File: config.mk
export PLATFORM = sky130hd
export DESIGN_NAME = fir_coeff_loader
export DESIGN_NICKNAME = d
export VERILOG_FILES = /design/src/rtl/fir_pkg.sv /design/src/rtl/fir_coeff_loader.sv
export SDC_FILE = /design/constraint.sdc
export NUM_CORES = 1
export LEC_CHECK = 0
export CORE_MARGIN = 3
export CORE_UTILIZATION = 60
export CTS_CLUSTER_DIAMETER = 200
export DETAILED_ROUTE_END_ITERATION = 7
export GPL_TIMING_DRIVEN = 0
export HOLD_SLACK_MARGIN = 0.05
export PLACE_DENSITY = 0.79
export RECOVER_POWER = 50
export SYNTH_ARGS = -nofsm -noshare
export SYNTH_HDL_FRONTEND = slang
export SYNTH_SLANG_ARGS = --single-unit
File: constraint.sdc
create_clock -name Clk -period 3.5 [get_ports Clk]
set_input_delay 0.7 -clock Clk [delete_from_list [all_inputs] [get_ports Clk]]
set_output_delay 0.7 -clock Clk [all_outputs]
set_load 0.05 [all_outputs]
File: src/rtl/fir_pkg.sv
// Shared constants and types for the 32-tap transposed FIR
// and its coefficient programming master.
package fir_pkg;

  localparam int NUMTAPS = 32;
  localparam int COEFF_W = 12;
  localparam int ADDR_W  = 8;
  localparam int CNT_W   = $clog2(NUMTAPS);
  localparam int HI_W    = COEFF_W - 8;

  typedef enum logic [2:0] {
    IDLE,
    RX_LO,
    RX_HI,
    WRITE,
    VER_ADDR,
    VER_CHK,
    FINISH
  } loader_state_t;

  typedef logic [CNT_W-1:0]   tap_cnt_t;
  typedef logic [COEFF_W-1:0] coeff_t;
  typedef logic [ADDR_W-1:0]  addr_t;

  function automatic addr_t cnt2addr(
    input tap_cnt_t c
  );
    return addr_t'(c);
  endfunction

  function automatic coeff_t assemble(
    input logic [7:0]      lo,
    input logic [HI_W-1:0] hi
  );
    return {hi, lo};
  endfunction

endpackage

File: src/rtl/fir_coeff_loader.sv
// Coefficient programming master: streams taps into the FIR,
// then reads every tap back against a local shadow copy.
module fir_coeff_loader
  import fir_pkg::*;
(
  input  logic               Clk,
  input  logic               Rst,
  input  logic               Start,
  input  logic [7:0]         S_Data,
  input  logic               S_Valid,
  output logic               S_Ready,
  output logic [ADDR_W-1:0]  write_address,
  output logic [COEFF_W-1:0] write_value,
  output logic               load,
  output logic [ADDR_W-1:0]  read_address,
  input  logic [COEFF_W-1:0] read_value,
  output logic               Busy,
  output logic               Done,
  output logic               Error,
  output logic [ADDR_W-1:0]  Err_Addr
);

  loader_state_t state_q;
  loader_state_t state_d;
  tap_cnt_t      cnt_q;
  tap_cnt_t      cnt_d;
  logic [7:0]    lo_q;
  addr_t         wr_addr_q;
  coeff_t        wr_val_q;
  logic          err_q;
  addr_t         err_addr_q;
  coeff_t        shadow [NUMTAPS];

  logic last;
  logic rx_lo_hs;
  logic rx_hi_hs;
  logic verifying;
  logic mismatch;

  assign last      = (cnt_q == tap_cnt_t'(NUMTAPS - 1));
  assign rx_lo_hs  = (state_q == RX_LO) && S_Valid;
  assign rx_hi_hs  = (state_q == RX_HI) && S_Valid;
  assign verifying = (state_q == VER_ADDR)
                  || (state_q == VER_CHK);
  assign mismatch  = (read_value != shadow[cnt_q]);

  always_comb begin
    state_d = state_q;
    cnt_d   = cnt_q;
    unique case (state_q)
      IDLE: begin
        if (Start) begin
          state_d = RX_LO;
          cnt_d   = '0;
        end
      end
      RX_LO: begin
        if (S_Valid) state_d = RX_HI;
      end
      RX_HI: begin
        if (S_Valid) state_d = WRITE;
      end
      WRITE: begin
        if (last) begin
          cnt_d   = '0;
          state_d = VER_ADDR;
        end else begin
          cnt_d   = cnt_q + 1'b1;
          state_d = RX_LO;
        end
      end
      VER_ADDR: begin
        state_d = VER_CHK;
      end
      VER_CHK: begin
        if (last) begin
          state_d = FINISH;
        end else begin
          cnt_d   = cnt_q + 1'b1;
          state_d = VER_ADDR;
        end
      end
      FINISH: begin
        state_d = IDLE;
      end
      default: begin
        state_d = IDLE;
        cnt_d   = '0;
      end
    endcase
  end

  always_comb begin
    S_Ready = 1'b0;
    load    = 1'b0;
    Busy    = 1'b0;
    Done    = 1'b0;
    unique case (1'b1)
      (state_q == RX_LO),
      (state_q == RX_HI): begin
        S_Ready = 1'b1;
        Busy    = 1'b1;
      end
      (state_q == WRITE): begin
        load = 1'b1;
        Busy = 1'b1;
      end
      verifying: begin
        Busy = 1'b1;
      end
      (state_q == FINISH): begin
        Done = 1'b1;
      end
      default: begin
        Busy = 1'b0;
      end
    endcase
  end

  always_ff @(posedge Clk) begin
    if (Rst) begin
      state_q    <= IDLE;
      cnt_q      <= '0;
      lo_q       <= '0;
      wr_addr_q  <= '0;
      wr_val_q   <= '0;
      err_q      <= 1'b0;
      err_addr_q <= '0;
    end else begin
      state_q <= state_d;
      cnt_q   <= cnt_d;
      if (rx_lo_hs) lo_q <= S_Data;
      // Write bus is loaded as WRITE is entered, then holds.
      if (rx_hi_hs) begin
        wr_val_q  <= assemble(lo_q, S_Data[HI_W-1:0]);
        wr_addr_q <= cnt2addr(cnt_q);
      end
      if ((state_q == IDLE) && Start) begin
        err_q      <= 1'b0;
        err_addr_q <= '0;
      end else if ((state_q == VER_CHK)
                   && mismatch && !err_q) begin
        err_q      <= 1'b1;
        err_addr_q <= cnt2addr(cnt_q);
      end
    end
  end

  always_ff @(posedge Clk) begin
    if (state_q == WRITE) shadow[cnt_q] <= wr_val_q;
  end

  assign write_address = wr_addr_q;
  assign write_value   = wr_val_q;
  assign read_address  = verifying ? cnt2addr(cnt_q) : '0;
  assign Error         = err_q;
  assign Err_Addr      = err_addr_q;

endmodule

==> results of run 1 <==
-- through the flow --
stage          utilization  setup WS, ns  setup TNS, ns  cell area, um2  hold slack, ns
6_report             0.709        0.0813              0           19800           0.452
5_1_grt              0.709        0.0168              0           19800           0.470
4_1_cts              0.707        0.0172              0           19700           0.457
3_5_place_dp         0.655        -0.315          -1.84           18300           0.448
3_3_place_gp         0.649        -0.294          -1.66           18100           0.443
2_1_floorplan            -         0.607              0           17100           0.431
-- kinds of logic (layout without fill, tap and decap cells) --
kind of cell               Yosys count  count (layout)  synth area share
xor gates and xnor gates            14              14           0.00718
and+or+nand+nor                    212             212            0.0576
adders and majority gates            5               5           0.00366
other                                1               9          0.000220
buffers and inverters               69             210            0.0244
DFF                                428             428             0.727
muxes                              193             193             0.126
AOI/OAI and AO/OA                  136             136            0.0541
-- power by group through the flow --
| stage | Sequential [mW] | Combinational [mW] | Clock [mW] |
|---|---|---|---|
| floorplan | 5.63 | 0.258 | 0 |
| CTS | 5.53 | 0.400 | 4.66 |
| global route | 5.53 | 0.429 | 4.86 |
| detailed placement | 5.64 | 0.393 | 0 |
| finish | 5.53 | 0.411 | 4.65 |
| global placement | 5.64 | 0.386 | 0 |
-- area by class of cell --
type | count | area (um2) | share of cell area
sequential | 428 | 12400 | 0.627
multi-input combinational | 569 | 4380 | 0.221
clock buffer | 53 | 1170 | 0.0589
timing repair buffer | 65 | 684 | 0.0345
tap | 378 | 473 | 0.0239
buffer | 65 | 418 | 0.0211
clock inverter | 23 | 262 | 0.0132
inverter | 4 | 15.0 | 0.000758
-- layer usage --
layer	part of all wire	global-route usage
met5	0	0
met4	0.044	0.128
met3	0.10	0.0502
met2	0.48	0.456
met1	0.37	0.387
-- cells in the final DEF (no fill, tap or decap), types with 6 or more instances in the layout --
| cell | instances |
|---|---|
| a21oi_1 | 35 |
| buf_6 | 9 |
| and2_1 | 6 |
| edfxtp_1 | 384 |
| o21ai_0 | 6 |
| nand4_1 | 8 |
| mux2_2 | 11 |
| bufinv_16 | 6 |
| nor2b_1 | 9 |
| buf_4 | 25 |
| clkbuf_1 | 24 |
| xnor2_1 | 6 |
| buf_8 | 7 |
| nor2_1 | 40 |
| buf_2 | 9 |
| clkbuf_16 | 45 |
| conb_1 | 9 |
| mux2i_1 | 165 |
| xor2_1 | 7 |
| clkdlybuf4s50_1 | 44 |
| nand3_1 | 18 |
| clkinv_2 | 11 |
| nand2_1 | 75 |
| dfxtp_1 | 43 |
| mux4_2 | 17 |
| o21ai_1 | 7 |
| a22o_1 | 7 |
| dlygate4sd3_1 | 10 |
| a22oi_1 | 55 |
| nor2_2 | 26 |
-- path summary, 6_finish.rpt --
| kind | startpoint | to | slack (ns) | cells past startpoint |
|---|---|---|---|---|
| max | write_value[7] | write_value[7] | 0.08 | 1 |
| min | write_address[3] | write_address[3] | 0.45 | 2 |
| max reg2reg | flop | Err_Addr[3] | 0.14 | 13 |
| min reg2reg | write_address[3] | write_address[3] | 0.45 | 2 |
-- sequential cells by signal, indices dropped and copies added (netlist names), named ones only --
| signal | cells |
|---|---|
| Err_Addr | 5 |
| write_value | 12 |
| lo_q | 8 |
| state_q | 3 |
| cnt_q | 5 |
| shadow | 384 |
| write_address | 5 |
| Error | 1 |
-- what timing repair did --
action                     4_1_cts  5_1_grt
gates cloned                     0        0
resized for setup                4       19
setup endpoints to repair        6        8
pin swaps                        1        1
buffers inserted                 1        0
==> metrics.txt, run 1 <==
Max-slew headroom -0.124; first-pass GRT wire length 63400 um; CTS sink cnt 428; status finished, violations left; post-route ant nets 0; Nets 1204; IO Port Bufs 55; Data required, critical path 2.80 ns; clk buf depth 3; Routability Congestion 0.851; Sw Pwr 2.13 mW; critical path class reg -> out; crit-path max FO 34; synth cell count leaders edfxtp_1 (384), mux2i_1 (165), nand2_1 (76); most frequent cell after synthesis edfxtp_1; post-route insts no fill 1585; Detailed Place HPWL 27400 um; largest net degree at the start of global routing 35; synth top area cells edfxtp_1 (67%), mux2i_1 (9.7%), dfxtp_1 (5.2%); Root Buffer Master clkbuf_16; Layout area overhead 16.0%; Slew @ Worst Pin 1.67 ns; Clock power frac 0.439; # IOs 65; Die Y 175 um; leakage power total 5.78 nW; vias per inst 6.42; Bufs and invs on worst path 1; DRT Pass-1 Iters 6; mean post-synth cell area 16.1 um2; worst clock skew 0.0109 ns; Post-CTS Hold Buffers 0; Hold Crit Class reg -> reg; die area 30500 um2; Most used DFF post-synth edfxtp_1; worst-path cell chain clkdlybuf4s50_1; total power 10.6 mW; Net Sw Frac 0.201; share of the synthesized area in the top cell type 0.675; Post-Route WL 43600 um; Post-Syn Instances 1058; Fillers 1765; EDFF count, synth 384; clock transition at the registers of the reported paths 0.06 ns; H-tree depth 2; Post-Syn Area 17100 um2; drt wl/cell 27.5 um; Ys Warns 0; post-layout min period 3.42 ns; Max Fclk 293 MHz; Tot GR Track Use 0.285; #FFs+latches synth 428; layout cells sized above 1 0.154; DRT iter0 DRCs 1457; Top delay family on crit path flip-flops; RSZ-0062 raised after global routing false; cell total after placement 1507; Seq/Total Area, Yosys 0.727; die width 175 um; Synth async-reset ratio 0; failing checks max-capacitance violations, max-slew violations; DRC viols 0; Worst-Skew Late Latency 0.54 ns; Rows 61; vias in the first global route 10165; Netlist cell types 49; element type at the critical path end output pin; PwrDens 534 nW/um2; Num CTS Buffers 42; ANT cells 0; share of power burned in registers 0.522; WP data arrival 2.72 ns; Int Power 8.46 mW; core area 27900 um2; cell taking the most area after synthesis edfxtp_1; initial antenna violation count 0; fin. max-slew vios 9; CP max-delay cell dfxtp_1; CTS tree built; biggest cell delay along the critical path 1.17 ns; Initial Util 0.612; Tcrit/Tclk final 0.977; maximum VDD drop 0.385 mV; Comb pwr share 0.039; total grt overflow 0; Final Hold Fails 0; via count 10180; final setup vio count 0; Max-cap violations 1; startpoint types flop
No activity file was read; power rests on OpenSTA's default activity.
==> run 2, diff against run 1 <==
Settings changed: CELL_PAD_IN_SITES_DETAIL_PLACEMENT set to 1, CELL_PAD_IN_SITES_GLOBAL_PLACEMENT set to 1, CORE_UTILIZATION 60 to 52, PLACE_DENSITY 0.79 to not set, PLACE_DENSITY_LB_ADDON set to 0.1.
==> run 2 against run 1 <==
The run still ends with max-capacitance violations, max-slew violations left. Register-to-register slack gained 0.02 ns. Largest power group unchanged. Fmax grew 2.5%. Setup slack gained 0.084 ns. Global-route usage grew 0.37 points. Sequential power is essentially flat. Final area grew 2.6%. First-iteration DRC count shrank 29%. Power grew 2.0%. Via count grew 0.71%.
==> metrics.txt, run 2 (same netlist as run 1, synthesis figures left out) <==
status finished, violations left; Routability Congestion 0.811; Slew @ Worst Pin 1.67 ns; CP most frequent cell buf_4; CTS tree built; Top delay family on crit path compound AO/OA/AOI/OAI gates; clk buf depth 3; Worst-Skew Late Latency 0.54 ns; DRC viols 0; Num CTS Buffers 44; layout cells sized above 1 0.177; Max-slew headroom -0.123; Die Y 187 um; CTS sink cnt 428; core area 32000 um2; Root Buffer Master clkbuf_16; commonest non-fill, non-tap cell in the layout edfxtp_1; Tot GR Track Use 0.288; leakage power total 5.99 nW; DRT iter0 DRCs 1037; PwrDens 531 nW/um2; critical path class reg -> reg; final setup vio count 0; most frequent cells in the layout edfxtp_1 (384), mux2i_1 (165), nand2_1 (75), a22oi_1 (55), clkbuf_16 (46); Detailed Place HPWL 34000 um; RSZ-0062 raised after global routing false; initial antenna violation count 0; first-pass GRT wire length 73800 um; DRT Pass-1 Iters 5; total power 10.8 mW; crit-path max FO 10; Bufs and invs on worst path 2; post-layout min period 3.34 ns; Largest register FFs 384; Layout area overhead 19.0%; Setup TNS 0 ns; Max-cap violations 1; vias in the first global route 10649; biggest cell delay along the critical path 0.55 ns; Nets 1224; die area 35100 um2; Rows 65; fin. max-slew vios 9; WP data arrival 3.81 ns; via count 10252; Post-CTS Hold Buffers 0; worst-path cell chain buf_4, buf_4, nand2_2, a2111oi_2, a31oi_1, nand3_1, xor2_1, nor4_4, a211oi_4, mux2i_1; Max Fclk 300 MHz; Hold Crit Class reg -> reg; Fillers 2847; Initial Util 0.535; Post-Route WL 50500 um; total grt overflow 0; die width 187 um; vias per inst 6.16; drt wl/cell 30.3 um; Biggest register shadow; element type at the critical path end flop; Tcrit/Tclk final 0.953; H-tree depth 2; # IOs 65; IO Port Bufs 55; CP max-delay cell dfxtp_1; post-route ant nets 0; worst clock skew 0.0155 ns; startpoint types flop; clock transition at the registers of the reported paths 0.06 ns; Data required, critical path 3.97 ns; maximum VDD drop 0.347 mV; ANT cells 0; largest net degree at the start of global routing 35; failing checks max-capacitance violations, max-slew violations; Final Hold Fails 0
run 2: cell count changes in the layout (fill, tap and decap cells not counted), moves of 4 or more:
cell      before  now
nor2_2        26   33
clkinv_1       5   11
clkbuf_1      24   20
buf_16         0    4
nor2_1        40   32
buf_8          7   25
run 2: power breakdown:
| part | total, mW | switching (mW) | leakage (nW) | internal [mW] |
|---|---|---|---|---|
| Sequential | 5.53 | 0.0218 | 3.42 | 5.51 |
| Combinational | 0.418 | 0.262 | 1.83 | 0.156 |
| Clock | 4.86 | 1.91 | 0.739 | 2.94 |
| Total | 10.8 | 2.20 | 5.99 | 8.61 |
run 2: final timing paths:
check | from | endpoint | slack [ns] | cells after the start
setup / recovery | flop | Err_Addr[3] | 0.16 | 10
hold / removal | Err_Addr[1] | Err_Addr[1] | 0.46 | 2
setup reg to reg | flop | Err_Addr[3] | 0.16 | 10
hold reg to reg | Err_Addr[1] | Err_Addr[1] | 0.46 | 2
run 2: tightest hold or removal path: stages, from the launching register on:
cell	delay (ns)
dfxtp_1	0.31
nand2_1	0.05
mux2i_1	0.05
run 2: what timing repair did:
item                       CTS  global route
setup buffers                0             0
setup endpoints to repair    6             9
gates resized for setup      8            16
run 2: final cells by class:
type | instances | area [um2] | area share
tap | 435 | 544 | 0.0268
inverter | 4 | 15.0 | 0.000738
clock inverter | 27 | 297 | 0.0146
timing repair buffer | 86 | 1060 | 0.0522
buffer | 62 | 404 | 0.0199
sequential | 428 | 12400 | 0.611
multi-input combinational | 569 | 4400 | 0.216
clock buffer | 53 | 1200 | 0.0589
run 2: layer usage:
metal,vias up,global-route usage,part of all wire
met1,5357,0.405,0.41
li1,4358,-,-
met3,87,0.0444,0.075
met4,0,0.0779,0.028
met5,-,0,0
met2,450,0.474,0.49
run 2: through the flow:
| step | setup slack, ns | hold slack (ns) | std cells | instance area (um2) | utilization |
|---|---|---|---|---|---|
| finish | 0.165 | 0.457 | 1664 | 20300 | 0.636 |
| CTS | 0.0138 | 0.466 | 1667 | 20300 | 0.636 |
| global route | 0.0181 | 0.488 | 1664 | 20300 | 0.636 |
| floorplan | 0.607 | 0.431 | 1066 | 17100 | - |
| global placement | -0.442 | 0.442 | 1556 | 18200 | 0.570 |
| detailed placement | -0.458 | 0.446 | 1587 | 18800 | 0.588 |
==> run 3, diff against run 2 <==
Settings changed: CORE_MARGIN 3 to not set.
==> run 3 against run 2 <==
The run ends with design-rule violations, max-capacitance violations, max-slew violations left. Non-clock buffer count is 2 higher. Clock power is 6.2% lower. Fmax is 3.1% lower. Cell count is 0.60% higher. Utilization is 0.95 points lower. Clock skew is 0.0018 ns higher. Count of clock-buffer cells in the layout is 13 higher. Flip-flop and latch count stayed put. Register-to-register slack worse by 0.03 ns. Critical path type is now reg -> out.
==> metrics.txt, run 3 (same netlist as run 1, synthesis figures left out) <==
DRC viols 2; Final Hold Fails 0; first-pass GRT wire length 72900 um; vias per inst 6.17; Int Power 8.32 mW; Routability Congestion 0.835; Post-DP Area 18900 um2; status finished, violations left; commonest non-fill, non-tap cell in the layout edfxtp_1; Net Sw Frac 0.209; Die Y 183 um; reg2reg setup slack 0.13 ns; Design Area, Final 20300 um2; Largest register FFs 384; Post-Route WL 50900 um; Setup TNS 0 ns; Top delay family on crit path flip-flops; largest net degree at the start of global routing 35; Max Fclk 291 MHz; Nets 1227; initial antenna violation count 1; Tcrit/Tclk final 0.983; layout cells sized above 1 0.175; Fillers 2883; # IOs 65; total grt overflow 0; Bufs and invs on worst path 1; most frequent cells in the layout edfxtp_1 (384), mux2i_1 (165), nand2_1 (75), a22oi_1 (54), clkbuf_16 (47); biggest cell delay along the critical path 1.18 ns; CTS sink cnt 428; Clock power frac 0.434; Sw Pwr 2.19 mW; die width 183 um; Hold Crit Class reg -> reg; crit-path max FO 34; worst clock skew 0.0173 ns; share of power burned in registers 0.526; Slew @ Worst Pin 1.68 ns; total power 10.5 mW; Biggest register shadow; Initial Util 0.526; Worst-Skew Late Latency 0.54 ns; element type at the critical path end output pin; register area 12400 um2; clock transition at the registers of the reported paths 0.06 ns; via count 10325; clk buf depth 3; Detailed Place HPWL 34300 um; Layout area overhead 19.0%; core area 32500 um2; DRT Pass-1 Iters 7; failing checks design-rule violations, max-capacitance violations, max-slew violations; Rows 66; Max-cap violations 1; CP max-delay cell dfxtp_1; Comb pwr share 0.040; critical path class reg -> out; Num CTS Buffers 45; H-tree depth 2; worst hold slack 0.458 ns; PwrDens 517 nW/um2; drt wl/cell 30.4 um; DRT iter0 DRCs 1045; Data required, critical path 2.80 ns; Tot GR Track Use 0.311; Multi-input gate area 4400 um2; pre-CTS setup slack -0.468 ns; leakage power total 5.97 nW; post-layout min period 3.44 ns; Max-slew headroom -0.128; final setup margin 0.0589 ns; vias in the first global route 10728; Root Buffer Master clkbuf_16; Post-CTS Hold Buffers 0; post-route ant nets 0; CTS tree built; maximum VDD drop 0.395 mV; startpoint types flop; final setup vio count 0; fin. max-slew vios 9; worst-path cell chain clkdlybuf4s50_1; WP data arrival 2.74 ns; die area 33600 um2; IO Port Bufs 55
-- run 3: path summary, 6_finish.rpt --
path	startpoint	endpoint	cells past startpoint
worst max-delay path	write_value[8]	write_value[8]	1
worst max register to register	flop	Err_Addr[3]	14
worst min register to register	write_address[3]	write_address[3]	2
worst min-delay path	write_address[3]	write_address[3]	2
-- run 3: tightest hold or removal path, delay by kind of cell (launching register included) --
kind / cells / cell delay [ns]
AOI/OAI and AO/OA: 1 / 0.05
DFF: 1 / 0.31
and+or+nand+nor: 1 / 0.05
-- run 3: final cells by class --
cell class              instances  area share
clock inverters                14     0.00449
multi-input cells             569       0.216
diodes                          1    0.000123
plain buffers                  64      0.0206
repair buffers                 86      0.0559
well taps                     442      0.0272
clock buffers                  66      0.0643
flip-flops and latches        428       0.610
inverters                       4    0.000738
-- run 3: layer usage --
layer | routed length [um] | track usage | part of all wire | vias to the layer above
met5 | 0 | 0 | 0 | -
met4 | 2110 | 0.124 | 0.041 | 0
met3 | 4370 | 0.0590 | 0.086 | 130
met2 | 24100 | 0.506 | 0.47 | 539
met1 | 20300 | 0.416 | 0.40 | 5302
li1 | - | - | - | 4354
-- run 3: metrics by stage --
stage                      util  instances
after CTS                 0.626       1673
after detailed placement  0.582       1593
after global routing      0.627       1673
after global placement    0.561       1563
final                     0.627       1674
after floorplan               -       1066
-- run 3: power by group through the flow --
stage          logic [mW]  clock network [mW]  registers, mW
2_1_floorplan       0.258                   0           5.63
3_3_place_gp        0.401                   0           5.64
3_5_place_dp        0.410                   0           5.64
4_1_cts             0.414                4.60           5.53
5_1_grt             0.440                4.78           5.53
6_report            0.417                4.56           5.53
-- run 3: timing repair --
| item | 4_1_cts | 5_1_grt |
|---|---|---|
| resized for setup | 10 | 18 |
| gates cloned | 0 | 0 |
| pin swaps | 1 | 2 |
| setup endpoints to repair | 6 | 8 |
| buffers inserted | 0 | 1 |
| endpoints found under the hold margin | 0 | 0 |
==> variant, RTL diff (config.mk and constraints of run 1) <==
`ADDR_W`: 8 -> 7.
--- a/src/rtl/fir_pkg.sv
+++ b/src/rtl/fir_pkg.sv
@@ -6,3 +6,3 @@
   localparam int COEFF_W = 12;
-  localparam int ADDR_W  = 8;
+  localparam int ADDR_W  = 7;
   localparam int CNT_W   = $clog2(NUMTAPS);
Interface: changed (resized Err_Addr, read_address and write_address); port bits go from 65 to 62. The function was not compared with the original's and may differ.
==> variant against run 1 <==
  * Power shrank 5.4%
  * Sequential cell count is the same
  * Wire length shrank 0.14%
  * Setup slack lost 28 ps
  * Die area shrank 0.13%
  * The flow still finishes with violations (capacitance limit, slew limit)
  * Critical path depth is the same
  * Sequential power is essentially flat
  * Synthesized cell count shrank 0.28%
  * Largest cell class unchanged
  * Global-route usage shrank 0.050 points
  * First-iteration DRC count grew 5.9%
  * Final area shrank 1.2%
  * Synthesized area shrank 0.13%
  * Via count shrank 0.49%
==> variant: results (changes against run 1) <==
| Metric | Value |
|---|---|
| Run status | `complete, but fails checks (unchanged)` |
| Failing checks | `capacitance limit, slew limit (unchanged)` |
| Inserted Clock Buffers | `41 (was 42)` |
| Leak Pwr | `5.64 nW (was 5.78 nW)` |
| Worst VDD drop | `0.347 mV (was 0.385 mV)` |
| GRT Resource Usage Total | `28.4% (was 28.5%)` |
| Repair and plain buffers | `128 (was 130)` |
| Non-clk buf share | `5.59% (was 5.56%)` |
| Cell internal pwr | `7.95 mW (was 8.46 mW)` |
| Clock Network Area Fraction | `6.20% (was 7.21%)` |
| Met1 Use GR | `37.6% (was 38.7%)` |
| Dpl cell area | `18,300 sq um (about the same)` |
| Critical Path Max Stage Delay | `1200 ps (was 1170 ps)` |
| # H-tree levels | `2 (unchanged)` |
| Reg power frac | `55.2% (was 52.2%)` |
| Die width | `175 um (about the same)` |
| Synth area leaders | `edfxtp_1, mux2i_1, dfxtp_1, a22oi_1, mux4_2 (unchanged)` |
| Number of max-cap violations | `1 (unchanged)` |
| Postcts setup bufs | `0 (was 1)` |
| Initial antenna violation count | `1 (was 0)` |
| Initial DRC Count | `1,543 (was 1,457)` |
| Worst Path Arrival | `2750 ps (was 2720 ps)` |
| Post-cts sizing count | `5 (was 4)` |
| First-pass GRT wire length | `63,100 um (was 63,400 um)` |
| GPL Wtd Cong | `0.838 (was 0.851)` |
| FILL cells | `1,813 (was 1,765)` |
| Sequential share of cell area | `63.4% (was 62.7%)` |
| Nets | `1,198 (was 1,204)` |
| Worst Skew | `13.5 ps (was 10.9 ps)` |
| Clock buf count | `47 (was 53)` |
| Multi-input gate share of total cell area | `22.3% (was 22.1%)` |
| Max-slew violation count | `9 (unchanged)` |
| Sequential fraction of the synthesis area | `72.7% (about the same)` |
| Layout cells sized above 1 | `14.2% (was 15.4%)` |
| Min-delay src | `lo_q[5]$_SDFFE_PP0P_ (was write_address[3]$_SDFFE_PP0P_)` |
| HPWL Detailed | `27,300 um (was 27,400 um)` |
| Via count | `10,130 (was 10,180)` |
| Power consumption | `10.0 mW (was 10.6 mW)` |
| Drt total wl | `43,500 um (was 43,600 um)` |
| Worst slew pin tran | `1540 ps (was 1670 ps)` |
| Clk Tree Root Cell | `clkbuf_16 (unchanged)` |
| Met2 Use GR | `45.7% (was 45.6%)` |
==> variant: changes by cell type in the layout (fill, tap and decap cells not counted), sizes merged <==
| cell | run 1 | this run |
|---|---|---|
| clkbuf | 77 | 71 |
| clkinv | 16 | 21 |
| bufinv | 6 | 2 |
| conb | 9 | 6 |
| buf | 51 | 49 |
| inv | 4 | 5 |
==> variant: kinds of logic (layout without fill, tap and decap cells) <==
| group | Yosys count | after routing | share of synthesized area (%) |
|---|---|---|---|
| DFF | 428 | 428 | 72.7 |
| and+or+nand+nor | 212 | 212 | 5.77 |
| muxes | 193 | 193 | 12.7 |
| AOI/OAI and AO/OA | 136 | 136 | 5.41 |
| buffers and inverters | 66 | 204 | 2.31 |
| xor gates and xnor gates | 14 | 14 | 0.719 |
| adders and majority gates | 5 | 5 | 0.367 |
| other | 1 | 6 | 0.0220 |
==> variant: path summary, 6_finish.rpt <==
kind	to	slack [ps]	cells past startpoint
max	write_value[10]	50	1
max reg2reg	Err_Addr[0]$_SDFFE_PP0P_	150	13
min	write_value[5]$_SDFFE_PP0P_	450	2
min reg2reg	write_value[5]$_SDFFE_PP0P_	450	2
==> variant: worst min-delay path: cells and delay by family, from the launching register on <==
family	cells	cell delay (ps)
DFF	1	310
and+or+nand+nor	1	50
AOI/OAI and AO/OA	1	50
==> variant: through the flow <==
| step | cells | utilization [%] | setup WS (ps) |
|---|---|---|---|
| after floorplan | 1060 | - | 607 |
| after global placement | 1493 | 64.8 | -297 |
| after detailed placement | 1501 | 65.4 | -367 |
| after CTS | 1573 | 69.8 | 2.85 |
| after global routing | 1576 | 70.1 | 4.88 |
| final | 1576 | 70.1 | 53.8 |
==> variant: per-layer routing <==
metal | vias up | wire, um
met5 | - | 10
met3 | 115 | 4540
li1 | 4291 | -
met1 | 5051 | 15900
met4 | 2 | 1780
met2 | 671 | 21300
